File: config.mk
export PLATFORM = sky130hd
export DESIGN_NAME = count_sched
export DESIGN_NICKNAME = d
export VERILOG_FILES = /design/src/rtl/count_sched.sv
export SDC_FILE = /design/constraint.sdc
export NUM_CORES = 1
export LEC_CHECK = 0
export ABC_AREA = 1
export CORE_MARGIN = 4
export CORE_UTILIZATION = 35
export DETAILED_ROUTE_END_ITERATION = 6
export GPL_TIMING_DRIVEN = 0
export PLACE_DENSITY_LB_ADDON = 0.1
export SLEW_MARGIN = 5
export SYNTH_ARGS = -nofsm -noshare
export SYNTH_HDL_FRONTEND = slang
export SYNTH_SLANG_ARGS = --single-unit
File: constraint.sdc
create_clock -name clk -period 1.32 [get_ports clk]
set_input_delay 0.264 -clock clk [delete_from_list [all_inputs] [get_ports clk]]
set_output_delay 0.264 -clock clk [all_outputs]
set_load 0.01 [all_outputs]
File: src/rtl/count_sched.sv
// Round-robin scheduler that time-shares one external loadable up-counter among NREQ
// requesters, running each owner's interval from its start value up to all-ones.
module count_sched #(
  parameter int NREQ  = 4,
  parameter int WIDTH = 5
) (
  input  logic                  clk,
  input  logic                  rst_,
  input  logic [NREQ-1:0]       req,
  input  logic [NREQ*WIDTH-1:0] req_start,
  output logic [NREQ-1:0]       gnt,
  output logic [NREQ-1:0]       done,
  output logic                  busy,
  output logic [WIDTH-1:0]      cnt_data,
  output logic                  cnt_load,
  output logic                  cnt_enable,
  input  logic [WIDTH-1:0]      cnt_count
);

  // state | meaning
  // IDLE  | no owner; arbitrate among pending requests
  // LOAD  | load owner's start value into the counter
  // RUN   | counter enabled until it reaches terminal count
  // DONE  | one-cycle done pulse to the owner
  typedef enum logic [1:0] {ST_IDLE, ST_LOAD, ST_RUN, ST_DONE} state_t;

  localparam int PW = (NREQ > 1) ? $clog2(NREQ) : 1;
  localparam logic [WIDTH-1:0] TC = '1;

  state_t          state_q, state_d;
  logic [PW-1:0]   ptr_q, ptr_d;
  logic [PW-1:0]   owner_q, owner_d;
  logic [PW-1:0]   owner_nxt;
  logic [PW-1:0]   rr_cand;
  logic [PW-1:0]   rr_pick;
  logic            rr_found;
  logic [WIDTH-1:0] start_arr [NREQ];

  always_comb begin
    for (int i = 0; i < NREQ; i++) begin
      start_arr[i] = req_start[i*WIDTH +: WIDTH];
    end
  end

  // First requester at or after ptr, wrapping modulo NREQ.
  always_comb begin
    rr_pick  = ptr_q;
    rr_found = 1'b0;
    rr_cand  = '0;
    for (int k = 0; k < NREQ; k++) begin
      rr_cand = PW'((int'(ptr_q) + k) % NREQ);
      if (!rr_found && req[rr_cand]) begin
        rr_found = 1'b1;
        rr_pick  = rr_cand;
      end
    end
  end

  assign owner_nxt = (owner_q == PW'(NREQ - 1)) ? '0 : owner_q + PW'(1);

  always_comb begin
    state_d    = state_q;
    ptr_d      = ptr_q;
    owner_d    = owner_q;
    gnt        = '0;
    done       = '0;
    busy       = (state_q != ST_IDLE);
    cnt_data   = '0;
    cnt_load   = 1'b0;
    cnt_enable = 1'b0;
    if (state_q != ST_IDLE) gnt[owner_q] = 1'b1;
    case (state_q)
      ST_IDLE: begin
        if (rr_found) begin
          owner_d = rr_pick;
          state_d = ST_LOAD;
        end
      end
      ST_LOAD: begin
        cnt_load = 1'b1;
        cnt_data = start_arr[owner_q];
        state_d  = ST_RUN;
      end
      ST_RUN: begin
        // Owner withdrawing its request abandons the interval without a done pulse.
        if (!req[owner_q]) begin
          ptr_d   = owner_nxt;
          state_d = ST_IDLE;
        end else if (cnt_count == TC) begin
          state_d = ST_DONE;
        end else begin
          cnt_enable = 1'b1;
        end
      end
      ST_DONE: begin
        done[owner_q] = 1'b1;
        ptr_d         = owner_nxt;
        state_d       = ST_IDLE;
      end
      default: state_d = ST_IDLE;
    endcase
  end

  always_ff @(posedge clk) begin
    if (!rst_) begin
      state_q <= ST_IDLE;
      ptr_q   <= '0;
      owner_q <= '0;
    end else begin
      state_q <= state_d;
      ptr_q   <= ptr_d;
      owner_q <= owner_d;
    end
  end

endmodule

==> results of run 1 <==
## critical path, stage by stage, from the launching register on
cell	delay (ns)
dfxtp_2	0.33
buf_6	0.13
inv_8	0.04
a21oi_2	0.10
o21ai_1	0.08
nand2_1	0.12
o2111ai_2	0.12
inv_1	0.08
buf_2	0.13
## flip-flops by register name, indices dropped and copies added (netlist names)
| name | count |
|---|---|
| owner_q | 2 |
| ptr_q | 2 |
| state_q | 2 |
## layout by cell type (no fill, tap or decap), types with 7 or more instances in the layout
cell and n:
a21oi_1 7, buf_2 14, buf_4 18, clkdlybuf4s50_1 26, inv_1 8, inv_2 7, nand2_1 36, nand2_2 12
nand3_1 9, nor2_1 17, nor2_2 15, o21ai_1 12
## per-layer routing
metal / wire [um] / vias to the layer above / global-route usage / share of wire
met3: 170 / 14 / 0.0285 / 0.043
met5: 0 / - / 0 / 0
li1: - / 686 / - / -
met4: 125 / 0 / 0.104 / 0.031
met2: 2230 / 52 / 0.407 / 0.56
met1: 1460 / 678 / 0.218 / 0.37
## synthesized netlist by cell type (4+ instances only)
library cell  count  area, um2
o21ai_0          12       60.1
a21oi_1          10       50.1
dfxtp_1           6        120
nand2_2           7       43.8
inv_1            16       60.1
inv_2             5       18.8
ha_1              4       50.1
nand2_1          44        165
nor2_1           35        131
nand3_1          13       65.1
## power by group
group          internal [uW]  total [uW]  switching, uW
combinational           1420        3120           1700
sequential               297         465            169
clock                    103         167           64.6
total                   1820        3750           1930
## worst paths after layout
path	start	end	slack [ns]	depth (start not counted)
max reg2reg	owner_q[1]	ptr_q[0]	-0.30	12
max	owner_q[1]	cnt_enable	-0.33	8
min	ptr_q[1]	ptr_q[1]	0.58	2
min reg2reg	ptr_q[1]	ptr_q[1]	0.58	2
## logic make-up after synthesis
kind of cell             Yosys count  synth area share
buffers and inverters             26             0.126
AND/OR/NAND/NOR                  105             0.511
flip-flops                         6             0.134
AO/OA/AOI/OAI                     28             0.173
adder cells (fa/ha/maj)            4            0.0559
## metrics by stage
step | setup WS, ns | setup TNS, ns | power (uW)
floorplan | 0.000546 | 0 | 1670
global placement | -0.828 | -9.79 | 2330
detailed placement | -0.835 | -10.04 | 2360
CTS | -0.262 | -2.82 | 3050
global route | -0.406 | -5.64 | 4010
finish | -0.329 | -4.46 | 3750
## area by class of cell
cell class                 instances  area share
buffer                             5      0.0418
clock buffer                       3      0.0121
tap                               30      0.0202
multi-input combinational        137       0.467
timing repair buffer              71       0.331
sequential                         6      0.0754
inverter                          21      0.0532
## what timing repair did
item	CTS	global route
setup buffers	16	10
setup endpoints to repair	22	21
gates resized for setup	120	50
pin swaps	18	26
cloned	3	1
==> key figures, run 1 <==
Run status
  • Run status: finished with violations
  • Failing checks: negative setup slack

Global route
  • Vias in the first global route: 1382
  • Antenna violations before repair: 0
  • Largest net degree at the start of global routing: 11
  • First-pass GRT wire length: 5680 um
  • Global route total overflow: 0
  • Overall Global Routing Usage: 0.210

Critical path
  • Startpoint class of the critical path: register
  • Worst Path Max Fanout: 7
  • Kind of critical path: register to primary output
  • Worst Path Required: 1.06 ns
  • Arrival time of the worst setup path: 1.38 ns
  • Critical Path Sink Type: primary output

Die
  • Rows: 18
  • Initial Util: 0.365
  • Die area: 3430 um2
  • Die X: 58.6 um
  • Die height: 58.6 um
  • Core Area: 2450 um2
  • I/O pins: 47

Clocking
  • Clock Tree Buf Depth: 2
  • CTS Root Cell: clkbuf_4
  • Worst-Skew Late Latency: 0.24 ns
  • # hold bufs at CTS: 0
  • TritonCTS buffer count: 3
  • # clock sinks: 6
  • Clock-pin slew on the worst setup and hold paths: 0.04 ns
  • H-tree depth: 1
  • CTS tree: built

Timing
  • Final setup vio count: 21
  • Final min period: 1.65 ns
  • Setup slack after layout: -0.329 ns
  • Pins Over Slew Limit: 0
  • Final hold violations: 0
  • Hold Slack: 0.585 ns
  • Clk_skew: 0.00266 ns
  • Fin crit share: 1.25
  • Worst Tran Pin Value: 0.223 ns
  • Slew Limit Headroom: 0.850
  • Fmax achieved: 0.606 GHz
  • Unrepaired setup endpoints after global routing: yes

Logic synthesis
  • Post-Synthesis Cells: 169
  • Seq/Total Area, Yosys: 0.134
  • Top_reg_cell synth: dfxtp_1
  • Warnings, synthesis: 0
  • Number of synthesized register bits: 6
  • Cell variety after synth: 21
  • Post-synth EDFFs: 0
  • Syn avg cell area: 5.30 um2
  • Fraction of registers with async set/reset: 0
  • Mapped Nets: 204
  • Cell Area, Synth: 896 um2

Place
  • Area after DPL: 1400 um2
  • DP HPWL: 2350 um
  • Input/output buffers: 46
  • Placed insts: 245
  • GPL Wtd Cong: 0.847

Finish
  • Fin cells: 273
  • Area delta synth->final: 107%
  • Area of the multi-input gates: 867 um2
  • N_diodes: 0
  • Final Instance Area: 1860 um2
  • Layout cells sized above 1: 0.502
  • Final Util: 0.757
  • FILL cells: 187
  • Sequential standard cell area: 140 um2
  • Layout Nets: 280

Worst hold path
  • Hold crit path type: register to register

Power
  • Static Leakage: 0.000863 uW
  • VDD IR-drop max: 1.66 mV
  • PwrDens: 2020 nW/um2

Routing
  • DRT antenna net count: 0
  • Wire length per cell: 14.6 um
  • Total routed wirelength: 3990 um
  • DR vias/cell: 5.24
  • DRT Pass-1 Iters: 6
  • Drc violations: 0
  • Via count: 1430
  • Iter 0 DRT Violations: 74

Flow run
  • # Max-Cap Violations: 0
(Power assumes the default switching activity.)
==> run 2: changes to the inputs <==
--- a/config.mk
+++ b/config.mk
@@ -6,6 +6,7 @@
 export NUM_CORES = 1
 export LEC_CHECK = 0
 export ABC_AREA = 1
+export ABC_CLOCK_PERIOD_IN_PS = 1320
 export CORE_MARGIN = 4
 export CORE_UTILIZATION = 35
 export DETAILED_ROUTE_END_ITERATION = 6
==> results of run 2 <==
Same layout as run 1: the final DEF is identical, and so are final timing and power.
==> run 3: changes to the inputs <==
--- a/config.mk
+++ b/config.mk
@@ -7,6 +7,7 @@
 export LEC_CHECK = 0
 export ABC_AREA = 1
 export ABC_CLOCK_PERIOD_IN_PS = 1320
+export CORE_ASPECT_RATIO = 1.4
 export CORE_MARGIN = 4
 export CORE_UTILIZATION = 35
 export DETAILED_ROUTE_END_ITERATION = 6
==> run 3 against run 2 <==
Against the previous run:
- power is 3.1% lower
- worst hold slack worse by 0.023 ns
- die area is 0.34% higher
- cell count is 0.37% higher
- clock power is 11% higher
- sequential power is 3% lower
- critical path depth stayed put
- the run still ends with negative setup slack left
- first-iteration DRC count is 31% lower
- largest power group unchanged
- wire length is 6.9% lower
- global-route usage is 1.8 points lower
- largest cell class unchanged
==> key figures, run 3 (synthesized netlist as in run 1, its figures left out) <==
Run status
  • Run status: finished with violations (unchanged)
  • Failing checks: negative setup slack (unchanged)

Timing
  • Final min period: 1.68 ns (was 1.65 ns)
  • Fmax achieved: 0.596 GHz (was 0.606 GHz)
  • Fin crit share: 1.27 (was 1.25)
  • Clk_skew: 0.00199 ns (was 0.00266 ns)
  • Slew Limit Headroom: 0.838 (was 0.850)
  • Final hold violations: 0 (unchanged)
  • Post-route setup TNS: -4.45 ns (was -4.46 ns)
  • Unrepaired setup endpoints after global routing: yes (unchanged)
  • Worst Tran Pin Value: 0.241 ns (was 0.223 ns)
  • Pins Over Slew Limit: 0 (unchanged)
  • Final setup vio count: 20 (was 21)
  • Setup slack after layout: -0.359 ns (was -0.329 ns)

Routing
  • WL met3: 215 um (was 170 um)
  • Iter 0 DRT Violations: 51 (was 74)
  • Top Metal Used: met4 (unchanged)
  • DRT Pass-1 Iters: 4 (was 6)
  • Met2 wire length: 2050 um (was 2230 um)
  • Met1 wire length: 1310 um (was 1460 um)
  • Wire length per cell: 13.5 um (was 14.6 um)
  • DRT antenna net count: 0 (unchanged)
  • Total routed wirelength: 3710 um (was 3990 um)
  • Drc violations: 0 (unchanged)
  • Via count: 1375 (was 1430)
  • DR vias/cell: 5.02 (was 5.24)

Die
  • Die X: 50.8 um (was 58.6 um)
  • Initial Util: 0.371 (was 0.365)
  • Core Area: 2420 um2 (was 2450 um2)
  • Rows: 21 (was 18)
  • Die area: 3440 um2 (was 3430 um2)
  • Die height: 67.9 um (was 58.6 um)
  • I/O pins: 47 (unchanged)

Clocking
  • CTS tree: built (unchanged)
  • # clock sinks: 6 (unchanged)
  • Clock Tree Buf Depth: 2 (unchanged)
  • Worst-Skew Late Latency: 0.26 ns (was 0.24 ns)
  • # hold bufs at CTS: 0 (unchanged)
  • TritonCTS buffer count: 3 (unchanged)
  • CTS Root Cell: clkbuf_4 (unchanged)
  • H-tree depth: 1 (unchanged)
  • Clock-pin slew on the worst setup and hold paths: 0.05 ns (was 0.04 ns)

Worst hold path
  • Hold crit path type: register to register (unchanged)

Place
  • Placed insts: 249 (was 245)
  • Area after DPL: 1400 um2 (about the same)
  • Input/output buffers: 46 (unchanged)
  • GPL Wtd Cong: 0.757 (was 0.847)
  • DP HPWL: 2400 um (was 2350 um)

Global route
  • Vias in the first global route: 1189 (was 1382)
  • Largest net degree at the start of global routing: 11 (unchanged)
  • Overall Global Routing Usage: 0.192 (was 0.210)
  • Global route total overflow: 0 (unchanged)
  • First-pass GRT wire length: 5020 um (was 5680 um)
  • Antenna violations before repair: 0 (unchanged)

Power
  • Final Power: 3630 uW (was 3750 uW)
  • Pint: 1740 uW (was 1820 uW)
  • Gate power share: 0.824 (was 0.831)
  • Static Leakage: 0.000834 uW (was 0.000863 uW)
  • Seq pwr share: 0.125 (was 0.124)
  • PwrDens: 2010 nW/um2 (was 2020 nW/um2)
  • Total net switching power: 1900 uW (was 1930 uW)
  • Clock Power Share: 0.051 (was 0.045)
  • VDD IR-drop max: 1.14 mV (was 1.66 mV)
  • Sw Ratio: 0.522 (was 0.515)

Critical path
  • Critical Path Sink Type: primary output (unchanged)
  • Worst Path Max Fanout: 8 (was 7)
  • Arrival time of the worst setup path: 1.41 ns (was 1.38 ns)
  • Startpoint class of the critical path: register (unchanged)
  • Kind of critical path: register to primary output (unchanged)
  • Worst Path Required: 1.06 ns (about the same)

Finish
  • Final Util: 0.749 (was 0.757)
  • Largest regs: owner_q x2, ptr_q x2, state_q x2 (unchanged)
  • Layout Nets: 277 (was 280)
  • Commonest non-fill, non-tap cell in the layout: nand2_1 (unchanged)
  • Layout cells sized above 1: 0.475 (was 0.502)
  • Final Instance Area: 1810 um2 (was 1860 um2)
  • Commonest non-fill, non-tap cells in the layout: nand2_1 (36), clkdlybuf4s50_1 (26), nor2_1 (20), buf_2 (15), buf_4 (15) (was nand2_1 (36), clkdlybuf4s50_1 (26), buf_4 (18), nor2_1 (17), nor2_2 (15))
  • Fin cells: 274 (was 273)
  • N_diodes: 0 (unchanged)
  • Area delta synth->final: 102% (was 107%)

Flow run
  • # Max-Cap Violations: 0 (unchanged)
-- run 3: area by class of cell --
type                    instances  area [um2]
multi-input cells             137         866
inverters                      21        98.8
well taps                      34        42.5
clock buffers                   3        22.5
flip-flops and latches          6         140
repair buffers                 68         577
plain buffers                   5        63.8
fillers                       184         607
-- run 3: through the flow --
| step | worst slack [ns] | hold WS, ns |
|---|---|---|
| 6_report | -0.359 | 0.561 |
| 5_1_grt | -0.419 | 0.580 |
| 4_1_cts | -0.241 | 0.544 |
| 3_5_place_dp | -0.831 | 0.573 |
| 3_3_place_gp | -0.840 | 0.573 |
| 2_1_floorplan | 0.000546 | 0.390 |
-- run 3: final timing paths --
check / from / end / slack, ns / cells after the start
min: state_q[1] / ptr_q[1] / 0.56 / 2
max reg2reg: owner_q[1] / ptr_q[0] / -0.23 / 11
min reg2reg: state_q[1] / ptr_q[1] / 0.56 / 2
max: owner_q[1] / cnt_enable / -0.36 / 8
-- run 3: what timing repair did --
action,4_1_cts,5_1_grt
gates resized for setup,117,51
setup buffers,12,10
pin swaps,11,26
gates cloned,1,1
endpoints found under the setup margin,22,22
-- run 3: per-layer routing --
layer | track usage | up-vias
met5 | 0 | -
met4 | 0.138 | 0
met3 | 0.0218 | 11
met2 | 0.369 | 61
met1 | 0.188 | 627
li1 | - | 676
-- run 3: critical path, stage by stage, from the launching register on --
cell       delay (ns)
dfxtp_2          0.34
buf_6            0.14
inv_8            0.05
a21oi_2          0.10
o21ai_1          0.07
nand2_1          0.11
o2111ai_1        0.11
inv_1            0.10
buf_2            0.14
-- run 3: power by group through the flow --
stage	combinational, uW	sequential (uW)	clock, uW
finish	2990	453	185
floorplan	1330	340	0
detailed placement	2000	370	0
global route	3250	465	189
global placement	1960	365	0
CTS	2350	425	175
